## src/rtl/mem_arbiter_multi.sv

```systemverilog
// mem_arbiter_multi: per-peripheral request FIFOs arbitrated (fixed or round-robin) onto one memory port, in-order read return.
// Optional MEM_ARB_STATS_EN adds grant_count, a saturating per-peripheral accept counter.
module mem_arbiter_multi #(
   parameter int ADDRESS_WIDTH  = 25,
   parameter int DATA_WIDTH     = 8,
   parameter int PERIPHERALS    = 2,
   parameter int REQ_FIFO_DEPTH = 32,
   parameter int TAG_FIFO_DEPTH = 4,
   parameter int ARB_MODE       = 0
) (
   input  logic                                 clk,
   input  logic                                 reset_n,
   input  logic [PERIPHERALS*ADDRESS_WIDTH-1:0] address,
   input  logic [PERIPHERALS-1:0]               wr,
   input  logic [PERIPHERALS*DATA_WIDTH-1:0]    data_in,
   input  logic [PERIPHERALS-1:0]               data_in_ready,
   output logic [PERIPHERALS-1:0]               fifo_full,
   output logic [DATA_WIDTH-1:0]                data_out,
   output logic [PERIPHERALS-1:0]               data_out_ready,
   output logic [ADDRESS_WIDTH-1:0]             mem_address,
   output logic                                 mem_wr,
   output logic [DATA_WIDTH-1:0]                mem_wdata,
   output logic                                 mem_req,
   input  logic                                 mem_ready,
   input  logic [DATA_WIDTH-1:0]                mem_rdata,
   input  logic                                 mem_rvalid
`ifdef MEM_ARB_STATS_EN
   ,
   output logic [PERIPHERALS*16-1:0]            grant_count
`endif
);
   localparam int AW  = ADDRESS_WIDTH;
   localparam int DW  = DATA_WIDTH;
   localparam int P   = PERIPHERALS;
   localparam int IW  = (P > 1) ? $clog2(P) : 1;
   localparam int RPW = $clog2(REQ_FIFO_DEPTH);
   localparam int TPW = $clog2(TAG_FIFO_DEPTH);
   localparam int EW  = 1 + AW + DW;

   logic [EW-1:0]  head [P];
   logic [P-1:0]   elig, pop;
   logic [IW-1:0]  win, rr_q, src_q;
   logic           found, slot_free, grant, tag_push, tag_pop, tag_room;
   logic           mem_req_q, mem_wr_q;
   logic [AW-1:0]  mem_addr_q;
   logic [DW-1:0]  mem_wdata_q, dout_q;
   logic [P-1:0]   dout_rdy_q;
   logic [TPW-1:0] tag_wp_q, tag_rp_q;
   logic [TPW:0]   tag_cnt_q, tag_cnt_d;
   logic [IW-1:0]  tag_mem_q [TAG_FIFO_DEPTH];

   assign slot_free = ~mem_req_q | mem_ready;
   assign tag_push  = mem_req_q & mem_ready & ~mem_wr_q;
   assign tag_pop   = mem_rvalid & (tag_cnt_q != '0);
   assign tag_cnt_d = tag_cnt_q + (TPW+1)'(tag_push) - (TPW+1)'(tag_pop);
   // A read granted now is pushed later, so it needs room after this edge's push/pop settle.
   assign tag_room  = tag_cnt_d < (TPW+1)'(TAG_FIFO_DEPTH);

   for (genvar i = 0; i < P; i++) begin : g_req
      logic [EW-1:0]  mem_q [REQ_FIFO_DEPTH];
      logic [RPW-1:0] wp_q, rp_q;
      logic [RPW:0]   cnt_q, cnt_d;
      logic           full_q, push;
      assign push      = data_in_ready[i] & ~full_q;
      assign cnt_d     = cnt_q + (RPW+1)'(push) - (RPW+1)'(pop[i]);
      assign head[i]   = mem_q[rp_q];
      assign elig[i]   = (cnt_q != '0) & (mem_q[rp_q][EW-1] | tag_room);
      assign fifo_full[i] = full_q;
      always_ff @(posedge clk or negedge reset_n) begin
         if (!reset_n) begin
            wp_q   <= '0;
            rp_q   <= '0;
            cnt_q  <= '0;
            full_q <= 1'b0;
         end else begin
            wp_q   <= wp_q + RPW'(push);
            rp_q   <= rp_q + RPW'(pop[i]);
            cnt_q  <= cnt_d;
            full_q <= cnt_d == (RPW+1)'(REQ_FIFO_DEPTH);
         end
      end
      always_ff @(posedge clk) begin
         if (push) mem_q[wp_q] <= {wr[i], address[i*AW +: AW], data_in[i*DW +: DW]};
      end
   end

   // Fixed priority scans downward from the top index; round-robin scans upward from rr_q+1.
   function automatic int scan_idx(int k, logic [IW-1:0] rr);
      return (ARB_MODE == 0) ? P - k : (int'(rr) + k) % P;
   endfunction

   always_comb begin
      found = 1'b0;
      win   = '0;
      for (int k = 1; k <= P; k++) begin
         if (!found && elig[IW'(scan_idx(k, rr_q))]) begin
            found = 1'b1;
            win   = IW'(scan_idx(k, rr_q));
         end
      end
   end

   assign grant = slot_free & found;
   assign pop   = grant ? P'(1) << win : '0;

   always_ff @(posedge clk or negedge reset_n) begin
      if (!reset_n) begin
         mem_req_q   <= 1'b0;
         mem_wr_q    <= 1'b0;
         mem_addr_q  <= '0;
         mem_wdata_q <= '0;
         src_q       <= '0;
         rr_q        <= IW'(P - 1);
      end else if (slot_free) begin
         mem_req_q <= grant;
         if (grant) begin
            {mem_wr_q, mem_addr_q, mem_wdata_q} <= head[win];
            src_q <= win;
            rr_q  <= win;
         end
      end
   end

   always_ff @(posedge clk or negedge reset_n) begin
      if (!reset_n) begin
         tag_wp_q   <= '0;
         tag_rp_q   <= '0;
         tag_cnt_q  <= '0;
         dout_q     <= '0;
         dout_rdy_q <= '0;
      end else begin
         tag_wp_q   <= tag_wp_q + TPW'(tag_push);
         tag_rp_q   <= tag_rp_q + TPW'(tag_pop);
         tag_cnt_q  <= tag_cnt_d;
         dout_rdy_q <= tag_pop ? P'(1) << tag_mem_q[tag_rp_q] : '0;
         if (tag_pop) dout_q <= mem_rdata;
      end
   end

   always_ff @(posedge clk) begin
      if (tag_push) tag_mem_q[tag_wp_q] <= src_q;
   end

   assign mem_req        = mem_req_q;
   assign mem_wr         = mem_wr_q;
   assign mem_address    = mem_addr_q;
   assign mem_wdata      = mem_wdata_q;
   assign data_out       = dout_q;
   assign data_out_ready = dout_rdy_q;

`ifdef MEM_ARB_STATS_EN
   for (genvar i = 0; i < P; i++) begin : g_stat
      logic [15:0] cnt_q;
      always_ff @(posedge clk or negedge reset_n) begin
         if (!reset_n) cnt_q <= '0;
         else if (mem_req_q && mem_ready && src_q == IW'(i) && cnt_q != 16'hFFFF) cnt_q <= cnt_q + 16'd1;
      end
      assign grant_count[i*16 +: 16] = cnt_q;
   end
`endif
endmodule

```

## config.mk

```make
export PLATFORM = sky130hd
export DESIGN_NAME = mem_arbiter_multi
export DESIGN_NICKNAME = d
export VERILOG_FILES = /design/src/rtl/mem_arbiter_multi.sv
export SDC_FILE = /design/constraint.sdc
export NUM_CORES = 1
export LEC_CHECK = 0
export BUFFER_PORTS_ARGS = -buffer_cell sky130_fd_sc_hd__buf_2
export CELL_PAD_IN_SITES_DETAIL_PLACEMENT = 1
export CELL_PAD_IN_SITES_GLOBAL_PLACEMENT = 1
export CORE_MARGIN = 4
export CORE_UTILIZATION = 25
export CTS_CLUSTER_DIAMETER = 40
export CTS_CLUSTER_SIZE = 10
export DETAILED_ROUTE_END_ITERATION = 16
export GPL_TIMING_DRIVEN = 0
export PLACE_DENSITY = 0.83
export SYNTH_ARGS = -nofsm -noshare
export SYNTH_HDL_FRONTEND = slang
export SYNTH_SLANG_ARGS = --single-unit
```

## constraint.sdc

```tcl
create_clock -name clk -period 1.95 [get_ports clk]
set_clock_uncertainty 0.1 [all_clocks]
set_input_delay 0.0975 -clock clk [delete_from_list [all_inputs] [get_ports clk]]
set_output_delay 0.0975 -clock clk [all_outputs]
set_load 0.02 [all_outputs]
```

### Yosys cells after proc, flatten, opt, wreduce, memory -nomap -nowiden

Cells that the tools add are included.

| word-level totals | value |
|---|---|
| input port bits | 82 |
| memory bits (read-only) | 0 |
| memories kept | 0 |
| register bits after elaboration | 27 |
| logic and storage cells | 20 |
| bits in latches | 0 |
| bits in writable memories | 0 |

| operators by class | value |
|---|---|
| reductions and logical operators | 1 |
| $lt $le $gt $ge | 0 |
| mux-type cells | 1 |
| eq/ne operators | 2 |
| div/mod/pow operators | 0 |
| add/subtract/negate cells | 3 |
| bitwise operators | 5 |
| $mul | 0 |
| shift-type cells | 1 |

Operators with widths:

| operator | count |
|---|---|
| $add A6 B1 Y6 | 2 |
| $eq A6 B6 Y1 const B | 2 |
| $and A1 B1 Y1 | 3 |
| $reduce_bool A3 Y1 | 1 |
| $sub A3 B1 Y3 | 1 |
| $mux W2 | 1 |
| $not A1 Y1 | 2 |
| $shl A1 B1 Y2 const AB | 1 |

### Logic depth before layout (Yosys ltp)

Gate-level depths: netlist of run 1.

| depth | value |
|---|---|
| word-level depth | 4 |
| mapped depth | 6 |

### Least setup slack after synthesis of run 1

No wires, ideal clock.

| path | value |
|---|---|
| path type | register to register |
| start | register g_req[1].full_q |
| end | register g_req[1].full_q |
| setup time | 0.122 ns |
| arrival time | 1.455 ns |
| path buffers | 0 |
| cell stages (with the launch flop) | 6 |
| slack | 0.273 ns |
| cell sequence | dfrtp_1 -> nor2b_1 -> ha_1 -> nand3_1 -> or3_1 -> a2111oi_1 |

| between the ends | value |
|---|---|
| longest elaborated chain between the ends | 4 |

RTL lines:

| item | line | RTL |
|---|---|---|
| from (decl) | 63 | `logic full_q, push;` |
| from (signal assigned) | 79 | `full_q <= cnt_d == (RPW+1)'(REQ_FIFO_DEPTH);` |
| $not A1 Y1 | 64 | `assign push = data_in_ready[i] & ~full_q;` |
| $and A1 B1 Y1 | 64 |  |
| $add A6 B1 Y6 | 65 | `assign cnt_d = cnt_q + (RPW+1)'(push) - (RPW+1)'(pop[i]);` |
| $eq A6 B6 Y1 | 79 |  |

No other way between the ends.
A chain may end at the register's enable or synchronous reset.

### Worst setup path in the final report of run 1

Ends and elaborated chain as after synthesis.

==> run metrics, run 1 <==
run status finished, final reports clean; area grow syn2layout 35.0%; antenna cells 0; H-tree level count 1; peak supply drop 0.000395 V; Crit. End Element flip-flop; commonest non-fill, non-tap cell in the layout buf_4; RSZ-0062 raised after global routing false; All-Layer GR Usage between 8 and 9%; largest net degree at the start of global routing 26; Initial Util between 20% and 30%; deepest clock path buffer count 2; Tot Pwr between 2000 and 2500 µW; syn_area_per_cell about 12 µm²; DR vias/cell 3.62; Overflow after GRT 0; clk sink count 25; min cycle time layout 1.81 ns; first-pass GRT wire length 4.37 mm; initial antenna violation count 0; setup TNS 0 ns; Synth Register Bits 25; clk slew on worst S/H paths approximately 0.08 ns; Fillers just under 600; P per Cell Area roughly 1100 nW/µm²; io pins around 130; Worst EP arrival between 1.5 and 2 ns; post-route insts no fill around 260; clk_lat worst skew roughly 0.26 ns; CTS tree done; Fmax achieved around 550 MHz; placed cell count between 200 and 250; vias in the first global route just under 1000; sequential area share after synthesis 46.3%; crit share post-route 92.7%; Post-Route WL 2.57 mm; DR WL/cell about 10 µm; synth top area cells dfrtp_1 (46%), buf_4 (22%), mux2_2 (6.7%); core area 5170 µm²; post-detail-place hpwl 2.00 mm; initial drt markers 28; FF-to-FF setup slack ~0.14 ns; Root Driver clkbuf_8; CP Class flip-flop to flip-flop; final-stage net count ~270; Core Rows 26; post-route antenna net violation count 0; final hold viol count 0; die area between 6000 and 7000 µm²; cell taking the most area after synthesis dfrtp_1; Synth top area share between 40% and 50%; Cell Area, Synth ~1400 µm²; most frequent cells in the layout buf_4 (39), conb_1 (37), dfrtp_1 (25); layout cells sized above 1 a little over two fifths; Placer Congestion around 0.75; Port Buf Inserts 22; setup bufs post-CTS 0; Die Wd a little over 80 µm; Max Slew Vio Count 0; worst relative slew slack a little over three fifths; Via Count 922; Synth cell types 22; 1st-pass router iterations 2; CP required 2.01 ns; Hold Path Class input pin to flip-flop; Gate Count Post-Synth about 110; Lkg Pwr about 0.00096 µW; DRC 0; total CTS buffers 3; startpoint types flip-flop; max-cap viol count 0; critical path fanouts, max 3; slew at the pin closest to its max-slew limit about 0.55 ns; Die Y between 80 and 90 µm; # setup viols final 0; YS warnings 0
-- power breakdown --
group	leakage [µW]	internal (µW)	switching, µW
Combinational	0.000636	361	412
Clock	0.0000228	146	152
Sequential	0.000300	740	196
Total	0.000959	1250	761
-- synthesized netlist by cell type --
master and n:
a2111oi_1 1, a2111oi_2 1, a31oi_1 1, and3_2 1
buf_4 39, conb_1 1, dfrtp_1 25, ha_1 6
inv_1 5, mux2_2 8, nand2_1 2, nand3_1 4
nand3_4 1, nand3b_1 1, nor2b_1 2, nor3_1 1
o21ai_0 1, o31ai_4 1, or3_1 2, or3b_1 1
xnor2_1 7, xor2_1 3
-- registers in the layout, indices dropped and copies added (netlist names) --
signal,flops
tag_cnt_q,3
g_req.full_q,2
data_out,8
g_req.cnt_q,12
-- cell families (layout without fill, tap and decap cells) --
group           count (synthesis)  count (layout)  share of synthesized area [%]
simple gates                   15              15                           7.32
mux                             8               8                           6.67
other cells                     1              37                          0.278
xor+xnor                       10              10                           6.49
flops                          25              25                           46.3
compound gates                  5               5                           4.26
buf+inv                        44              79                           23.1
fa+ha+maj                       6               6                           5.56
-- per-stage QoR --
stage               instance area [µm²]  hold WS (ns)  utilization, %  setup slack (ns)
finish                             1820         0.124            35.2             0.142
global route                       1820         0.137            35.2            0.0164
CTS                                1820         0.122            35.1            0.0693
detailed placement                 1680        0.0306            32.5            0.0907
global placement                   1680        0.0183            32.5             0.156
floorplan                          1490        -0.298               -             0.273
-- critical path, stage by stage, from the launching register on --
cell and delay [ns]:
dfrtp_1 0.38, nor2b_1 0.12, ha_1 0.20, nand3_1 0.15
or3_1 0.41, a2111oi_2 0.35
-- area by class of cell --
cell class                 count  area (µm²)  share of cell area (%)
sequential                    25         626                    34.3
multi-input combinational     81         553                    30.3
buffer                        39         293                    16.1
timing repair buffer          31         200                    11.0
tap                           70        87.6                    4.80
clock buffer                   4        45.0                    2.47
inverter                       5        18.8                    1.03
-- final timing paths --
check	cells after the start	from	end
min	3	data_in_ready[1]	g_req[1].cnt_q[0]
max in group asynchronous	2	reset_n	g_req[0].cnt_q[2]
min reg2reg	1	data_out[3]	data_out[3]
min in group asynchronous	2	reset_n	data_out[2]
max	5	g_req[1].full_q	g_req[1].full_q
max reg2reg	5	g_req[1].full_q	g_req[1].full_q
-- routing by layer --
layer / vias to the layer above / track usage, % / share of wire (%)
li1: 440 / - / -
met1: 445 / 9.10 / 35
met2: 35 / 15.9 / 56
met3: 2 / 1.43 / 8.8
met4: 0 / 2.53 / 0.43
met5: - / 0 / 0
-- timing repair --
item,4_1_cts,5_1_grt
endpoints found under the hold margin,33,0
resized for setup,0,1
endpoints found under the setup margin,0,1
hold buffers,9,0
Power figures use the tool's default switching activity.
==> run 2, diff against run 1 <==
Settings changed: RECOVER_POWER set to 25, REMOVE_ABC_BUFFERS set to 1.
==> run metrics, run 2 (synthesis gave the netlist of run 1 again) <==
run status finished, final reports clean (unchanged); Crit. End Element flip-flop (unchanged); post-route antenna net violation count 0 (unchanged); total CTS buffers 3 (unchanged); commonest non-fill, non-tap cell in the layout conb_1 (was buf_4); layout cells sized above 1 26.7% (was 41.6%); max-cap viol count 0 (unchanged); Root Driver clkbuf_8 (unchanged); DRC 0 (unchanged); post-route insts no fill 216 (was 255); # setup viols final 0 (unchanged); Reg2Reg Depth 5 (unchanged); DR vias/cell 3.57 (was 3.62); largest net degree at the start of global routing 26 (unchanged); Max Slew Vio Count 0 (unchanged); Lkg Pwr 0.000749 µW (was 0.000959 µW); final hold viol count 0 (unchanged); final-stage net count 235 (was 274); first-pass GRT wire length 3.41 mm (was 4.37 mm); slew at the pin closest to its max-slew limit 0.627 ns (was 0.553 ns); Port Buf Inserts 22 (unchanged); Post-Route WL 2.33 mm (was 2.57 mm); die area 6640 µm² (unchanged); register with the most flip-flops g_req.cnt_q (unchanged); crit path capture g_req[1].full_q (unchanged); Placer Congestion 0.720 (was 0.746); met3 Usage GRT 1.86% (was 1.43%); 1st-pass router iterations 3 (was 2); worst hold margin 0.133 ns (was 0.124 ns); post-detail-place hpwl 1.71 mm (was 2.00 mm); CP required 2.01 ns (about the same); min cycle time layout 1.83 ns (was 1.81 ns); worst relative slew slack 58.2% (was 63.1%); setup ws final 0.121 ns (was 0.142 ns); CP Cell Sequence nor2b_1 > ha_1 > nand3_1 > or3_1 > a2111oi_2 (unchanged); setup bufs post-CTS 0 (unchanged); setup TNS 0 ns (unchanged); GRT busiest layer met2 (unchanged); core area 5170 µm² (unchanged); Overflow after GRT 0 (unchanged); Hold Path Class input pin to flip-flop (unchanged); area grow syn2layout 13.4% (was 35.0%); Crit path largest cell delay 0.41 ns (about the same); clk_lat worst skew 0.26 ns (about the same); Via Count 771 (was 922); P per Cell Area 1270 nW/µm² (was 1100 nW/µm²); slowest CP cell or3_1 (unchanged); Die Y 81.5 µm (unchanged); DR WL/cell 10.8 µm (was 10.1 µm); clk sink count 25 (unchanged); CP startpoint g_req[1].full_q (unchanged); CP Class flip-flop to flip-flop (unchanged); antenna cells 0 (unchanged); global-route track usage on met2 13.4% (was 15.9%); M1 GR Usage 6.52% (was 9.10%); io pins 129 (unchanged); H-tree level count 1 (unchanged); most frequent cells in the layout conb_1 (37), dfrtp_1 (25), buf_2 (21) (was buf_4 (39), conb_1 (37), dfrtp_1 (25)); peak supply drop 0.000300 V (was 0.000395 V); vias in the first global route 797 (was 962); Initial Util 26.1% (unchanged); post-place setup slack 0.0555 ns (was 0.0907 ns); startpoint types flip-flop (unchanged); Core Rows 26 (unchanged); deepest clock path buffer count 2 (unchanged); RSZ-0062 raised after global routing false (unchanged); Worst EP arrival 1.89 ns (was 1.86 ns); placed cell count 203 (was 242); reg2reg end g_req[1].full_q (unchanged); CTS tree done (unchanged); initial antenna violation count 0 (unchanged); All-Layer GR Usage 6.57% (was 8.26%); reg-to-reg startpoint g_req[1].full_q (unchanged); FF-to-FF setup slack 0.12 ns (was 0.14 ns); initial drt markers 15 (was 28); critical path fanouts, max 3 (unchanged); max FFs per register 12 (unchanged); clk slew on worst S/H paths 0.09 ns (was 0.08 ns); crit share post-route 93.8% (was 92.7%); Die Wd 81.5 µm (unchanged); Fmax achieved 547 MHz (was 553 MHz)
==> run 2: timing repair <==
item	4_1_cts	5_1_grt
hold buffers	9	0
hold endpoints to repair	33	0
gates resized for setup	0	1
setup endpoints to repair	0	1
==> run 2: worst min-delay path by stage <==
stage               depth (start not counted)             start  slack [ns]           endpoint
floorplan                                   0           reset_n       -0.30        data_out[0]
global placement                            1           reset_n        0.02    g_req[0].full_q
detailed placement                          1           reset_n        0.02  g_req[0].cnt_q[0]
CTS                                         3  data_in_ready[0]        0.13  g_req[0].cnt_q[0]
global route                                3  data_in_ready[1]        0.17  g_req[1].cnt_q[0]
finish                                      3  data_in_ready[1]        0.13  g_req[1].cnt_q[0]
==> run 2: power breakdown <==
group | total (µW) | internal, µW | switching [µW]
Clock | 303 | 143 | 161
Combinational | 705 | 307 | 398
Sequential | 933 | 740 | 192
==> run 2: layout make-up <==
class	count	area, µm²
clock buffer	3	41.3
clock inverter	1	5.00
fill	585	3640
inverter	5	18.8
multi-input combinational	81	553
sequential	25	626
tap	70	87.6
timing repair buffer	31	200
==> run 2: critical path: cells and delay by family (launching register included) <==
family                   cells  cell delay, ns
adder cells (fa/ha/maj)      1            0.19
flip-flops                   1            0.38
AND/OR/NAND/NOR              3            0.69
AO/OA/AOI/OAI                1            0.36
==> run 2: layer usage <==
| metal | vias to the layer above | wire [µm] |
|---|---|---|
| met2 | 30 | 1320 |
| met1 | 378 | 806 |
| met4 | 0 | 4 |
| li1 | 361 | - |
| met5 | - | 0 |
| met3 | 2 | 192 |
==> run 2: through the flow <==
| stage | utilization (%) | total power (µW) | instance area [µm²] |
|---|---|---|---|
| after floorplan | - | 1430 | 1190 |
| after global placement | 26.9 | 1590 | 1390 |
| after detailed placement | 26.9 | 1630 | 1390 |
| after CTS | 29.5 | 1960 | 1530 |
| after global routing | 29.6 | 2080 | 1530 |
| final | 29.6 | 1940 | 1530 |
==> run 3, diff against run 2 <==
Settings changed: SETUP_SLACK_MARGIN set to 0.15.
==> run metrics, run 3 (synthesis gave the netlist of run 1 again) <==
io pins 129 (unchanged); # setup viols final 0 (unchanged); max FFs per register 12 (unchanged); initial drt markers 9 (was 15); peak supply drop 0.000301 V (was 0.000300 V); Lkg Pwr 0.000765 µW (was 0.000749 µW); crit path capture g_req[1].full_q (unchanged); antenna cells 0 (unchanged); Die Wd 81.5 µm (unchanged); DRC 0 (unchanged); die area 6640 µm² (unchanged); Reg2Reg Depth 5 (unchanged); Crit. End Element flip-flop (unchanged); final hold viol count 0 (unchanged); total CTS buffers 3 (unchanged); met3 Usage GRT 1.86% (unchanged); startpoint types flip-flop (unchanged); setup TNS 0 ns (unchanged); min cycle time layout 1.77 ns (was 1.83 ns); CP Class flip-flop to flip-flop (unchanged); Fillers 580 (was 585); CP required 2.01 ns (about the same); Fmax achieved 564 MHz (was 547 MHz); Port Buf Inserts 22 (unchanged); max-cap viol count 0 (unchanged); register with the most flip-flops g_req.cnt_q (unchanged); clk_lat worst skew 0.26 ns (about the same); RSZ-0062 raised after global routing false (unchanged); core area 5170 µm² (unchanged); Initial Util 26.1% (unchanged); clk slew on worst S/H paths 0.09 ns (about the same); worst relative slew slack 58.1% (was 58.2%); first-pass GRT wire length 3.48 mm (was 3.41 mm); Worst EP arrival 1.83 ns (was 1.89 ns); Via Count 794 (was 771); initial antenna violation count 0 (unchanged); 1st-pass router iterations 3 (unchanged); M1 GR Usage 6.72% (was 6.52%); global-route track usage on met2 13.6% (was 13.4%); run status finished, final reports clean (unchanged); commonest non-fill, non-tap cell in the layout conb_1 (unchanged); final-stage net count 238 (was 235); Hold Path Class input pin to flip-flop (unchanged); Placer Congestion 0.720 (unchanged); CTS tree done (unchanged); Root Driver clkbuf_8 (unchanged); Max Slew Vio Count 0 (unchanged); P per Cell Area 1280 nW/µm² (was 1270 nW/µm²); All-Layer GR Usage 6.68% (was 6.57%); FF-to-FF setup slack 0.18 ns (was 0.12 ns); slew at the pin closest to its max-slew limit 0.628 ns (was 0.627 ns); area grow syn2layout 20.1% (was 13.4%); Die Y 81.5 µm (unchanged); reg-to-reg startpoint g_req[1].full_q (unchanged); H-tree level count 1 (unchanged); largest net degree at the start of global routing 26 (unchanged); DR WL/cell 11.2 µm (was 10.8 µm); Overflow after GRT 0 (unchanged); Post-Route WL 2.45 mm (was 2.33 mm); vias in the first global route 811 (was 797); Tot Pwr 2080 µW (was 1940 µW); deepest clock path buffer count 2 (unchanged); slowest CP cell or3_4 (was or3_1); post-route antenna net violation count 0 (unchanged); Crit path largest cell delay 0.42 ns (was 0.41 ns); critical path fanouts, max 3 (unchanged); Core Rows 26 (unchanged); CP startpoint g_req[1].full_q (unchanged); post-detail-place hpwl 1.71 mm (unchanged); most frequent cells in the layout conb_1 (37), dfrtp_1 (25), buf_2 (21) (unchanged); layout cells sized above 1 32.9% (was 26.7%); DR vias/cell 3.63 (was 3.57); reg2reg end g_req[1].full_q (unchanged); GRT busiest layer met2 (unchanged); crit share post-route 90.8% (was 93.8%); clk sink count 25 (unchanged); CP Cell Sequence nor2b_2 > ha_2 > nand3_4 > or3_4 > a2111oi_4 (was nor2b_1 > ha_1 > nand3_1 > or3_1 > a2111oi_2)
run 3: changes by cell type in the layout (fill, tap and decap cells not counted), sizes merged:
cell  previous run  this run
buf             21        24
run 3: final cells by class:
cell class / instances / area [µm²] / area share [%]
inverters: 5 / 18.8 / 1.16
clock buffers: 3 / 41.3 / 2.55
multi-input cells: 81 / 621 / 38.3
flip-flops and latches: 25 / 626 / 38.6
well taps: 70 / 87.6 / 5.40
clock inverters: 1 / 5.00 / 0.309
repair buffers: 34 / 223 / 13.7
run 3: worst max-delay path, delay by kind of cell (launching register included):
| family | cells | cell delay [ns] |
|---|---|---|
| compound gates | 1 | 0.30 |
| fa+ha+maj | 1 | 0.24 |
| flops | 1 | 0.39 |
| simple gates | 3 | 0.64 |
run 3: per-layer routing:
metal,up-vias,wire length [µm]
met2,30,1410
li1,370,-
met1,392,839
met3,2,195
met4,0,4
met5,-,0
run 3: timing repair:
action                                 4_1_cts  5_1_grt
endpoints found under the hold margin       33        0
cloned                                       0        0
pin swaps                                    1        4
setup endpoints to repair                    2        2
setup buffers                                1        2
resized for setup                            5        7
hold buffers                                 9        0
run 3: report_power, final:
group	internal, µW	total (µW)	switching [µW]
sequential	741	956	215
clock	143	303	160
combinational	368	819	450
total	1250	2080	826
run 3: metrics by stage:
stage	util, %	setup slack, ns	hold WS, ns	instances	instance area [µm²]
after floorplan	-	0.166	-0.298	111	1190
after global placement	26.9	0.114	0.0175	203	1390
after detailed placement	26.9	0.0555	0.0228	203	1390
after CTS	30.0	0.152	0.133	217	1550
after global routing	31.3	0.124	0.153	219	1620
final	31.3	0.179	0.153	219	1620
run 3: worst min-delay path by stage:
stage / from / endpoint / cells past startpoint
finish: mem_rvalid / tag_cnt_q[0] / 5
global route: mem_rvalid / tag_cnt_q[0] / 5
CTS: data_in_ready[1] / g_req[1].cnt_q[0] / 3
detailed placement: reset_n / g_req[0].cnt_q[0] / 1
global placement: reset_n / g_req[0].full_q / 1
floorplan: reset_n / data_out[0] / 0
